`config.mk`:
```
export PLATFORM = sky130hd
export DESIGN_NAME = kamikaze_mem_arbiter
export DESIGN_NICKNAME = d
export VERILOG_FILES = /design/src/rtl/kamikaze_pkg.sv /design/src/rtl/kamikaze_arb_grant.sv /design/src/rtl/kamikaze_mem_arbiter.sv
export SDC_FILE = /design/constraint.sdc
export NUM_CORES = 1
export LEC_CHECK = 0
export CAP_MARGIN = 30
export CORE_MARGIN = 8
export CORE_UTILIZATION = 37
export CTS_CLUSTER_DIAMETER = 50
export CTS_CLUSTER_SIZE = 10
export DETAILED_ROUTE_END_ITERATION = 6
export PLACE_DENSITY = 0.92
export SLEW_MARGIN = 20
export SYNTH_ARGS = -nofsm -noshare
export SYNTH_HDL_FRONTEND = slang
export SYNTH_SLANG_ARGS = --single-unit
```
`constraint.sdc`:
```
create_clock -name clk_i -period 2.1 [get_ports clk_i]
set_input_delay 0.21 -clock clk_i [delete_from_list [all_inputs] [get_ports clk_i]]
set_output_delay 0.21 -clock clk_i [all_outputs]
set_load 0.03 [all_outputs]
```
`src/rtl/kamikaze_pkg.sv`:
```
// Shared encodings and helpers for the kamikaze memory arbiter.
// Pure definitions; no logic or timing of its own.
package kamikaze_pkg;

   localparam int unsigned XLEN = 32;

   localparam logic [1:0] ARB_IDLE = 2'd0;
   localparam logic [1:0] ARB_BUSY = 2'd1;
   localparam logic [1:0] ARB_GAP  = 2'd2;

   localparam logic OWN_IF = 1'b0;
   localparam logic OWN_D  = 1'b1;

   function automatic logic [XLEN-1:0] word_align(input logic [XLEN-1:0] addr);
      return {addr[XLEN-1:2], 2'b00};
   endfunction

   // Consecutive data grants are only counted while fetch is actually waiting.
   function automatic logic [3:0] run_after_d_grant(input logic [3:0] run, input logic if_pending);
      if (!if_pending) begin
         return 4'd0;
      end
      return (run == 4'hF) ? run : run + 4'd1;
   endfunction

endpackage

```
`src/rtl/kamikaze_arb_grant.sv`:
```
// Combinational grant select: data first, fetch forced after MAX_DATA_RUN data grants.
// Zero latency; a fetch whose address is being flushed this cycle is never granted.
module kamikaze_arb_grant #(
   parameter int unsigned MAX_DATA_RUN = 4
) (
   input  logic       i_if_req,
   input  logic       i_d_req,
   input  logic       i_flush,
   input  logic [3:0] i_run,
   output logic       o_grant_if,
   output logic       o_grant_d
);

   localparam logic [3:0] LP_MAX_RUN = 4'(MAX_DATA_RUN);

   logic w_fetch_starved;

   assign w_fetch_starved = i_if_req && (i_run >= LP_MAX_RUN);

   always_comb begin
      o_grant_if = 1'b0;
      o_grant_d  = 1'b0;
      if (i_d_req && !w_fetch_starved) begin
         o_grant_d = 1'b1;
      end else if (i_if_req && !i_flush) begin
         o_grant_if = 1'b1;
      end
   end

endmodule

```
`src/rtl/kamikaze_mem_arbiter.sv`:
```
// Single-outstanding arbiter sharing one memory port between fetch and load/store.
// Issue 1 cycle after request, ready pulse combinational with mem_ready_i, one GAP cycle between issues.
module kamikaze_mem_arbiter
   import kamikaze_pkg::*;
#(
   parameter int unsigned MAX_DATA_RUN = 4
) (
   input  logic            clk_i,
   input  logic            rst_i,
   input  logic            if_req_i,
   input  logic [XLEN-1:0] if_addr_i,
   output logic [XLEN-1:0] if_data_o,
   output logic            if_ready_o,
   input  logic            flush_i,
   input  logic            d_req_i,
   input  logic [XLEN-1:0] d_addr_i,
   input  logic [XLEN-1:0] d_wdata_i,
   input  logic [3:0]      d_wstrb_i,
   output logic [XLEN-1:0] d_rdata_o,
   output logic            d_ready_o,
   output logic            mem_valid_o,
   output logic [XLEN-1:0] mem_addr_o,
   output logic [XLEN-1:0] mem_wdata_o,
   output logic [3:0]      mem_wstrb_o,
   input  logic [XLEN-1:0] mem_rdata_i,
   input  logic            mem_ready_i
);

   logic [1:0]      r_state;
   logic            r_owner;
   logic            r_drop;
   logic [3:0]      r_run;
   logic            r_mem_valid;
   logic [XLEN-1:0] r_mem_addr;
   logic [XLEN-1:0] r_mem_wdata;
   logic [3:0]      r_mem_wstrb;

   logic w_grant_if;
   logic w_grant_d;
   logic w_done;
   logic w_unused;

   assign w_unused = &{1'b0, if_addr_i[1:0]};

   kamikaze_arb_grant #(
      .MAX_DATA_RUN (MAX_DATA_RUN)
   ) u_grant (
      .i_if_req   (if_req_i),
      .i_d_req    (d_req_i),
      .i_flush    (flush_i),
      .i_run      (r_run),
      .o_grant_if (w_grant_if),
      .o_grant_d  (w_grant_d)
   );

   always_ff @(posedge clk_i or negedge rst_i) begin
      if (!rst_i) begin
         r_state     <= ARB_IDLE;
         r_owner     <= OWN_IF;
         r_drop      <= 1'b0;
         r_run       <= 4'd0;
         r_mem_valid <= 1'b0;
         r_mem_addr  <= '0;
         r_mem_wdata <= '0;
         r_mem_wstrb <= 4'd0;
      end else begin
         case (r_state)
            ARB_IDLE: begin
               if (w_grant_d) begin
                  r_state     <= ARB_BUSY;
                  r_owner     <= OWN_D;
                  r_mem_valid <= 1'b1;
                  r_mem_addr  <= d_addr_i;
                  r_mem_wdata <= d_wdata_i;
                  r_mem_wstrb <= d_wstrb_i;
                  r_run       <= run_after_d_grant(r_run, if_req_i);
               end else if (w_grant_if) begin
                  r_state     <= ARB_BUSY;
                  r_owner     <= OWN_IF;
                  r_mem_valid <= 1'b1;
                  r_mem_addr  <= word_align(if_addr_i);
                  r_mem_wdata <= '0;
                  r_mem_wstrb <= 4'd0;
                  r_run       <= 4'd0;
               end
            end
            ARB_BUSY: begin
               if (mem_ready_i) begin
                  r_state     <= ARB_GAP;
                  r_mem_valid <= 1'b0;
                  r_drop      <= 1'b0;
               end else if (flush_i && (r_owner == OWN_IF)) begin
                  // The memory still owes us a response; swallow it when it comes.
                  r_drop <= 1'b1;
               end
            end
            ARB_GAP: begin
               r_state <= ARB_IDLE;
            end
            default: begin
               r_state <= ARB_IDLE;
            end
         endcase
      end
   end

   assign w_done = (r_state == ARB_BUSY) && mem_ready_i;

   assign d_ready_o  = w_done && (r_owner == OWN_D);
   assign d_rdata_o  = mem_rdata_i;
   assign if_ready_o = w_done && (r_owner == OWN_IF) && !r_drop && !flush_i;
   assign if_data_o  = mem_rdata_i;

   assign mem_valid_o = r_mem_valid;
   assign mem_addr_o  = r_mem_addr;
   assign mem_wdata_o = r_mem_wdata;
   assign mem_wstrb_o = r_mem_wstrb;

   a_single_ready: assert property (@(posedge clk_i) disable iff (!rst_i)
      !(if_ready_o && d_ready_o));

   a_hold_request: assert property (@(posedge clk_i) disable iff (!rst_i)
      (r_state == ARB_BUSY && !mem_ready_i) |=> (mem_valid_o && $stable(mem_addr_o) && $stable(mem_wstrb_o)));

endmodule

```
# Word-level counts from Yosys, hierarchy flattened
# Index checks and enable logic that the tools add are counted.
# W data, S select, Z words.
[op_classes]
addsub = 1
multipliers = 0
n_div = 0
n_lt_le_gt_ge = 1
n_eq_ne = 5
n_shift = 0
n_mux = 28
n_bitwise = 1
reduce_logical = 21
[ops]
columns = ["cell", "count"]
rows = [
  ["$mux W32", 4],
  ["$mux W4", 6],
  ["$mux W1", 13],
  ["$logic_and A1 B1 Y1", 9],
  ["$mux W2", 3],
  ["$reduce_and A2 Y1", 3],
  ["$reduce_and A3 Y1", 2],
  ["$reduce_bool A2 Y1", 3],
  ["$add A4 B1 Y4 const B", 1],
  ["$eq A4 B4 Y1 const B", 1],
  ["$ge A4 B3 Y1 const B", 1],
  ["$pmux W2 S2", 1],
  ["$logic_not A1 Y1", 3],
  ["$ne A3 B1 Y1 const B", 1],
  ["$ne A3 B3 Y1 const B", 1],
  ["$eq A2 B1 Y1 const B", 1],
  ["$logic_not A2 Y1", 1],
  ["$ne A2 B2 Y1 const B", 1],
  ["$pmux W1 S2", 1],
  ["$not A1 Y1", 1],
]
[word_totals]
ff_bits = 77
latchBits = 0
ramBits = 0
mem_bits_ro = 0
input_bits = 138
word_cells = 65
n_memories = 0

# Longest topological paths before layout
# Gate-level depths: netlist of run 1.
[logic_depth]
word_depth = 9
depth_mapped = 6
depth_no_buf = 3

# Cells and area by module
# Synthesis of run 1 repeated with hierarchy kept, for this count alone.
[hier_totals]
cells_unflattened = 331
hier_area_um2 = 3727.3
[modules_own_cells]
columns = ["module", "n_inst", "cells_per_inst", "area_per_inst_um2"]
rows = [
  ["kamikaze_mem_arbiter", 1, 326, 3701.0],
  ["kamikaze_arb_grant", 1, 5, 26.3],
]

# Least setup slack after synthesis of run 1
# No wires, ideal clock.
[synth_timing]
kind = "flip-flop to flip-flop"
from = "register r_state[0]"
to = "register r_mem_addr[12], in the netlist mem_addr_o[12]"
setup_ns = 0.128
arrival_time_ns = 1.699
slack_ns = 0.274
path_stages_with_launch = 6
path_cell_list = "dfrtp_1 > or4b_1 > clkbuf_1 > o21ai_4 > buf_6 > mux2_1"
[synth_between]
elab_chain_cells = 2
[synth_rtl]
columns = ["item", "line", "source"]
rows = [
  ["start: declaration", "kamikaze_mem_arbiter.sv:29", "logic [1:0] r_state;"],
  ["start signal: assignment", "kamikaze_mem_arbiter.sv:58", "r_state <= ARB_IDLE;"],
  ["start signal: assignment", "kamikaze_mem_arbiter.sv:70", "r_state <= ARB_BUSY;"],
  ["start signal: assignment", "kamikaze_mem_arbiter.sv:78", "r_state <= ARB_BUSY;"],
  ["$logic_not A2 Y1", "kamikaze_mem_arbiter.sv:67", "case (r_state)"],
  ["$reduce_and A2 Y1 (no source line)", "--", ""],
  ["end signal: assignment", "kamikaze_mem_arbiter.sv:73", "r_mem_addr <= d_addr_i;"],
  ["end signal: assignment", "kamikaze_mem_arbiter.sv:81", "r_mem_addr <= word_align(if_addr_i);"],
  ["end: declaration", "kamikaze_mem_arbiter.sv:34", "logic [XLEN-1:0] r_mem_addr;"],
]
# Every way passes these cells.
# A chain may end at the register's enable or synchronous reset.

# Final worst setup path of run 1
[layout_timing]
from = "register r_state[1]"
to = "output port d_ready_o"
[layout_between]
elab_chain_cells = 3
[layout_rtl]
columns = ["item", "line", "source"]
rows = [
  ["$eq A2 B1 Y1", "kamikaze_mem_arbiter.sv:107", "assign w_done = (r_state == ARB_BUSY) && mem_ready_i;"],
  ["$logic_and A1 B1 Y1", "kamikaze_mem_arbiter.sv:107", ""],
  ["$logic_and A1 B1 Y1", "kamikaze_mem_arbiter.sv:109", "assign d_ready_o = w_done && (r_owner == OWN_D);"],
  ["end: declaration", "kamikaze_mem_arbiter.sv:20", "output logic d_ready_o,"],
]
# Every way passes these cells.

==> results of run 1 <==
-- final cells by class --
class / instances / area (um^2) / area share (%)
clock inverters: 4 / 50.0 / 0.828
well taps: 143 / 179 / 2.96
repair buffers: 188 / 1910 / 31.6
clock buffers: 10 / 239 / 3.95
multi-input cells: 194 / 1570 / 26.0
flip-flops and latches: 77 / 1930 / 31.9
inverters: 44 / 165 / 2.73
-- stage by stage --
step           area (um^2)  total power (W)
4_1_cts               6030          0.00839
3_5_place_dp          5740          0.00682
5_1_grt               6040          0.00875
3_3_place_gp          5740          0.00668
2_1_floorplan         4290          0.00515
6_report              6040          0.00829
-- critical path: cells and delay by family, from the launching register on --
family / cells / cell delay, ns
buffers and inverters: 1 / 0.69
DFF: 1 / 0.41
and+or+nand+nor: 2 / 0.40
-- cells in the final DEF (no fill, tap or decap), types with 11 or more instances in the layout --
cell type        count
and2_1              30
o21ai_0             32
clkdlybuf4s50_1    172
dfrtp_1             77
mux2_4              16
a32o_1              30
o211ai_1            38
mux2_1              11
inv_1               44
-- layer usage --
metal	share of wire [%]	wire length (um)	up-vias	global-route usage (%)
met2	49	6040	202	27.5
met3	13	1660	16	7.25
met4	1.5	185	0	5.64
met1	37	4570	1638	17.9
met5	0	0	-	0
li1	-	-	1578	-
-- logic make-up (layout without fill, tap and decap cells) --
| group | Yosys count | in the layout |
|---|---|---|
| DFF | 77 | 77 |
| AOI/OAI and AO/OA | 113 | 113 |
| muxes | 33 | 33 |
| buffers and inverters | 141 | 246 |
| and+or+nand+nor | 47 | 47 |
| adders and majority gates | 1 | 1 |
-- flip-flops by register name, summed over array words and instances, names as in the netlist --
signal and flops:
mem_addr_o 32, mem_wdata_o 32, mem_wstrb_o 4, r_run 4
r_state 2, mem_valid_o 1, r_drop 1, r_owner 1
-- how the worst max path moves through the flow --
| stage | endpoint | slack (ns) | cells past startpoint |
|---|---|---|---|
| after floorplan | mem_addr_o[12]$_DFFE_PN0P_ | 0.27 | 5 |
| after global placement | mem_addr_o[2]$_DFFE_PN0P_ | 0.07 | 5 |
| after detailed placement | mem_addr_o[27]$_DFFE_PN0P_ | -0.006 | 6 |
| after CTS | d_ready_o | 0.05 | 3 |
| after global routing | d_ready_o | 0.02 | 3 |
| final | d_ready_o | 0.07 | 3 |
-- power breakdown --
| group | switching (W) | internal, W | leakage, nW | total, W |
|---|---|---|---|---|
| sequential | 0.000390 | 0.00214 | 0.963 | 0.00253 |
| combinational | 0.00228 | 0.00195 | 1.51 | 0.00423 |
| clock | 0.000589 | 0.000937 | 0.136 | 0.00153 |
| total | 0.00326 | 0.00503 | 2.61 | 0.00829 |
==> reports/results.ini, run 1 <==
[clocking]
clk_latency_ns=0.33
post_cts_resize_count=0
cts_tree=done
hold_buffers=0
clkSlewWorstSetupHoldPaths_ns=0.06
cts.sinks=77
cts_setup_buffers=0
root_buffer=clkbuf_16
clockBufferDepth=2
cts_buffers=9
ctsHtreeMaxLevel=3

[floorplan]
dieWidth_um=124
std_cell_rows=39
start_util_pct=37.8
fp.coreArea_um2=11400
io_pins=273
die_area_um2=15300
die_height_um=124

[global_routing]
grt_pass1_wl_mm=19.9
grt_pass1_vias=3758
antenna_found_initial=0
grt_max_degree=78
grt_use_total_pct=16.3
overflow=0

[place]
dp.cells=645
detailedPlace.worstSlack_ns=-0.00618
hpwlAfterDp_mm=9.29
portBuffers=174
gp_congestion=0.762

[sta]
rsz0062_at_grt=no
skew_ns=0.00322
fin_crit_sh_pct=96.9
hold_ws_ns=0.420
fin_crit_ns=2.03
relSlewSlack_pct=53.6
fmax_mhz=492
worstMarginPinSlew_ns=0.696
final-setup-viol-count=0
finalHoldViolations=0
fin_setup_tns_ns=0
fin_ws_ns=0.0655
slew_violations=0

[synth]
synth_top_family_by_area=compound AO/OA/AOI/OAI gates
synth-async-reset-ratio_pct=100
yosys-top-cells-area=dfrtp_1 45%, buf_4 11%, a32o_1 7.0%
ys.flop_type=dfrtp_1
synth_nets=551
synth_cell_types=33
synth_area_leader_cell=dfrtp_1
yosysMostFrequentCell=dfrtp_1
yosysSeqAreaShare_pct=44.9
synthMuxAreaShare_pct=9.99
post-synth-top-area-fraction_pct=44.9
synth-xor-area-share_pct=0
synth_compound_area_share_pct=19.4
synth_adder_area_share_pct=0.291
ys_warn_count=0
synth-seq-cells=77
synth-edff-count=0
yosys-top-cells-count=77 x dfrtp_1, 64 x buf_4, 44 x inv_1
synth_area_um2=4290
yosys.area_share.simple_pct=6.88
synthCells=412
syn_area_per_cell_um2=10.4

[finish]
fillCellCount=986
drive_above_1_share_pct=9.86
area_growth_pct=40.7
instances_no_fill=660
fin_util_pct=53.2
fin_nets=653
diodes=0

[min_path]
hold_class=in2out
min_path_cells=0
hold_end=if_data_o[5]
hp-start=mem_rdata_i[5]

[power_and_ir_drop]
ir_drop_mv=0.690
power.density_nw_per_um2=1370
p_leak_nw=2.61

[setup_path]
crit_path_top_delay_cell=clkdlybuf4s50_1
rr_startpoint=r_state[0]$_DFFE_PN0P_
r2r_setup_slack_ns=0.22
crit_path_end_kind=output port
cpPeakStageDelay_ns=0.69
rr_worst_depth=4
cp_data_arrival_time_ns=1.82
cp-start-kind=flop
worstPathRequired_ns=1.89
crit_path_cell_trace=nand3b_1 > nor2_1 > clkdlybuf4s50_1
r2r-end=mem_addr_o[27]$_DFFE_PN0P_
worstSetupPathType=reg2out
crit_fanout=5
cp-startpoint=r_state[1]$_DFFE_PN0P_

[detailed_routing]
first_pass_iters=4
wl_per_cell_um=18.9
initialDrtViolationCount=129
drc=0
vias_per_cell=5.20
ant_nets=0
drt_wl_total_mm=12.5
vias=3434

[run]
drv_cap=0

[status]
status=complete, no violations

Note: power is estimated with default switching activity, not from simulation.
==> run 2, diff against run 1 <==
--- a/config.mk
+++ b/config.mk
@@ -7,12 +7,13 @@
 export LEC_CHECK = 0
 export CAP_MARGIN = 30
 export CORE_MARGIN = 8
-export CORE_UTILIZATION = 37
+export CORE_UTILIZATION = 35
 export CTS_CLUSTER_DIAMETER = 50
 export CTS_CLUSTER_SIZE = 10
 export DETAILED_ROUTE_END_ITERATION = 6
-export PLACE_DENSITY = 0.92
+export PLACE_DENSITY = 0.93
 export SLEW_MARGIN = 20
 export SYNTH_ARGS = -nofsm -noshare
 export SYNTH_HDL_FRONTEND = slang
+export SYNTH_HIERARCHICAL = 1
 export SYNTH_SLANG_ARGS = --single-unit
==> run 2 against run 1 <==
Against the previous run: first-iteration DRC count down 33%; synthesized cell count down 20%; non-clock buffer count down 7; largest cell class unchanged; die area down 7.2%; register-to-register slack better by 0.08 ns; sequential power about the same; setup slack better by 0.088 ns; via count down 15%; hold slack worse by 0.083 ns; count of clock-buffer cells in the layout unchanged.
==> reports/results.ini, run 2 <==
[status]
status=complete, no violations  ; unchanged

[finish]
final_cell_mix=171 x clkdlybuf4s50_1, 77 x dfrtp_1, 59 x o21ai_0  ; was 172 x clkdlybuf4s50_1, 77 x dfrtp_1, 44 x inv_1
final_common_cell=clkdlybuf4s50_1  ; unchanged
fin_nets=577  ; was 653
area_growth_pct=43.0  ; was 40.7%
fillCellCount=883  ; was 986
diodes=0  ; unchanged
multi_input_area_um2=1190  ; was 1570 um^2
regArea_um2=1930  ; unchanged
drive_above_1_share_pct=7.00  ; was 9.86%

[sta]
rsz0062_at_grt=no  ; unchanged
slew_violations=0  ; unchanged
final-setup-viol-count=0  ; unchanged
finalHoldViolations=0  ; unchanged
fin_setup_tns_ns=0  ; unchanged
fmax_mhz=514  ; was 492 MHz
skew_ns=0.0102  ; was 0.00322 ns
worstMarginPinSlew_ns=0.548  ; was 0.696 ns
relSlewSlack_pct=63.4  ; was 53.6%
fin_crit_ns=1.95  ; was 2.03 ns
fin_crit_sh_pct=92.7  ; was 96.9%

[detailed_routing]
drt_wl_total_mm=10.8  ; was 12.5 mm
first_pass_iters=4  ; unchanged
ant_nets=0  ; unchanged
wl_per_cell_um=18.7  ; was 18.9 um
drc=0  ; unchanged
initialDrtViolationCount=87  ; was 129
vias=2905  ; was 3434
vias_per_cell=5.02  ; was 5.20

[clocking]
clockBufferDepth=2  ; unchanged
clk_latency_ns=0.34  ; was 0.33 ns
cts_tree=done  ; unchanged
root_buffer=clkbuf_8  ; was clkbuf_16
cts_setup_buffers=0  ; unchanged
cts.sinks=77  ; unchanged
ctsHtreeMaxLevel=3  ; unchanged
cts_buffers=9  ; unchanged
clkSlewWorstSetupHoldPaths_ns=0.08  ; was 0.06 ns

[synth]
synth-edff-count=0  ; unchanged
ys_warn_count=6  ; was 0
yosysSeqAreaShare_pct=51.7  ; was 44.9%
synth_area_leader_cell=dfrtp_1  ; unchanged
synth_area_um2=3730  ; was 4290 um^2
ys.flop_type=dfrtp_1  ; unchanged
synth_nets=470  ; was 551
synth-seq-cells=77  ; unchanged
yosys-top-cells-count=77 x dfrtp_1, 68 x buf_4, 59 x o21ai_0  ; was 77 x dfrtp_1, 64 x buf_4, 44 x inv_1
post-synth-top-area-fraction_pct=51.7  ; was 44.9%
synth-async-reset-ratio_pct=100  ; unchanged
synth-xor-area-share_pct=0  ; unchanged
synth_cell_types=33  ; unchanged
yosysMostFrequentCell=dfrtp_1  ; unchanged
synthMuxAreaShare_pct=8.36  ; was 9.99%
synth_adder_area_share_pct=0.336  ; was 0.291%
syn_area_per_cell_um2=11.3  ; was 10.4 um^2
synth_compound_area_share_pct=19.2  ; was 19.4%
synthCells=331  ; was 412
yosys-top-cells-area=dfrtp_1 52%, buf_4 14%, a22o_1 9.2%  ; was dfrtp_1 45%, buf_4 11%, a32o_1 7.0%
synth_top_family_by_area=compound AO/OA/AOI/OAI gates  ; unchanged
yosys.area_share.simple_pct=3.83  ; was 6.88%

[power_and_ir_drop]
ir_drop_mv=0.854  ; was 0.690 mV
power_w=0.00798  ; was 0.00829 W
p_leak_nw=2.28  ; was 2.61 nW
power.density_nw_per_um2=1500  ; was 1370 nW/um^2

[place]
hpwlAfterDp_mm=8.30  ; was 9.29 mm
portBuffers=174  ; unchanged
gp_congestion=0.734  ; was 0.762

[setup_path]
cpPeakStageDelay_ns=0.46  ; was 0.69 ns
worstSetupPathType=reg2out  ; unchanged
cp_data_arrival_time_ns=1.74  ; was 1.82 ns
worstPathRequired_ns=1.89  ; about the same
crit_path_top_delay_cell=dlygate4sd2_1  ; was clkdlybuf4s50_1
crit_fanout=4  ; was 5
crit_path_end_kind=output port  ; unchanged
cp-start-kind=flop  ; unchanged
crit_path_cell_trace=nor2b_1 > nand2_1 > nor4_1 > dlygate4sd2_1  ; was nand3b_1 > nor2_1 > clkdlybuf4s50_1

[run]
drv_cap=0  ; unchanged

[floorplan]
die_area_um2=14200  ; was 15300 um^2
io_pins=273  ; unchanged
fp.coreArea_um2=10300  ; was 11400 um^2
std_cell_rows=37  ; was 39
start_util_pct=36.1  ; was 37.8%
dieWidth_um=119  ; was 124 um
die_height_um=119  ; was 124 um

[global_routing]
grt_use_total_pct=15.2  ; was 16.3%
overflow=0  ; unchanged
grt_pass1_vias=3325  ; was 3758
antenna_found_initial=0  ; unchanged
grt_max_degree=48  ; was 78
grt_pass1_wl_mm=17.4  ; was 19.9 mm

[min_path]
hold_class=in2async  ; was in2out

-- run 2: area by class of cell --
class / instances / share of cell area, %
flip-flops and latches: 77 / 36.2
clock inverters: 6 / 1.34
inverters: 2 / 0.141
clock buffers: 10 / 2.58
well taps: 136 / 3.19
repair buffers: 181 / 34.3
multi-input cells: 167 / 22.3
-- run 2: worst paths after layout --
kind | depth (start not counted) | slack [ns] | from | to
hold / removal | 2 | 0.34 | rst_i | mem_wdata_o[21]$_DFFE_PN0P_
max in group asynchronous | 3 | 1.18 | rst_i | mem_addr_o[4]$_DFFE_PN0P_
min in group clk_i | 0 | 0.42 | mem_rdata_i[21] | d_rdata_o[21]
hold reg to reg | 1 | 0.50 | mem_valid_o$_DFFE_PN0P_ | mem_valid_o$_DFFE_PN0P_
setup / recovery | 4 | 0.15 | r_state[0]$_DFFE_PN0P_ | if_ready_o
setup reg to reg | 5 | 0.30 | r_run[2]$_DFFE_PN0P_ | mem_addr_o[20]$_DFFE_PN0P_
-- run 2: power by group --
part           internal [W]  total, W  switching [W]
logic               0.00185   0.00426        0.00241
registers           0.00217   0.00256       0.000390
clock network      0.000590   0.00116       0.000571
-- run 2: cell families (layout without fill, tap and decap cells) --
group | after synthesis | count (layout)
flops | 77 | 77
fa+ha+maj | 1 | 1
buf+inv | 87 | 199
mux | 31 | 31
compound gates | 111 | 111
simple gates | 24 | 24
-- run 2: through the flow --
| step | instance area (um^2) | worst slack [ns] | hold WS [ns] | utilization [%] | std cells |
|---|---|---|---|---|---|
| floorplan | 3730 | 0.326 | -0.0856 | - | 331 |
| global placement | 5110 | 0.123 | 0.164 | 49.5 | 562 |
| CTS | 5330 | 0.142 | 0.332 | 51.6 | 579 |
| detailed placement | 5110 | 0.0572 | 0.171 | 49.5 | 562 |
| finish | 5330 | 0.154 | 0.337 | 51.6 | 579 |
| global route | 5330 | 0.0490 | 0.342 | 51.6 | 579 |
-- run 2: critical path, delay by kind of cell, from the launching register on --
kind	cells	cell delay, ns
buf+inv	1	0.46
simple gates	3	0.53
flops	1	0.41
-- run 2: metal layers --
layer / vias up / share of wire (%) / track usage, %
met1: 1405 / 38 / 15.7
met2: 129 / 50 / 25.8
li1: 1327 / - / -
met5: - / 0 / 0
met3: 44 / 9.2 / 6.57
met4: 0 / 3.6 / 7.59
-- run 2: what timing repair did --
item,4_1_cts,5_1_grt
endpoints found under the setup margin,2,0
gates resized for setup,2,0
hold buffers,1,0
hold endpoints to repair,30,0
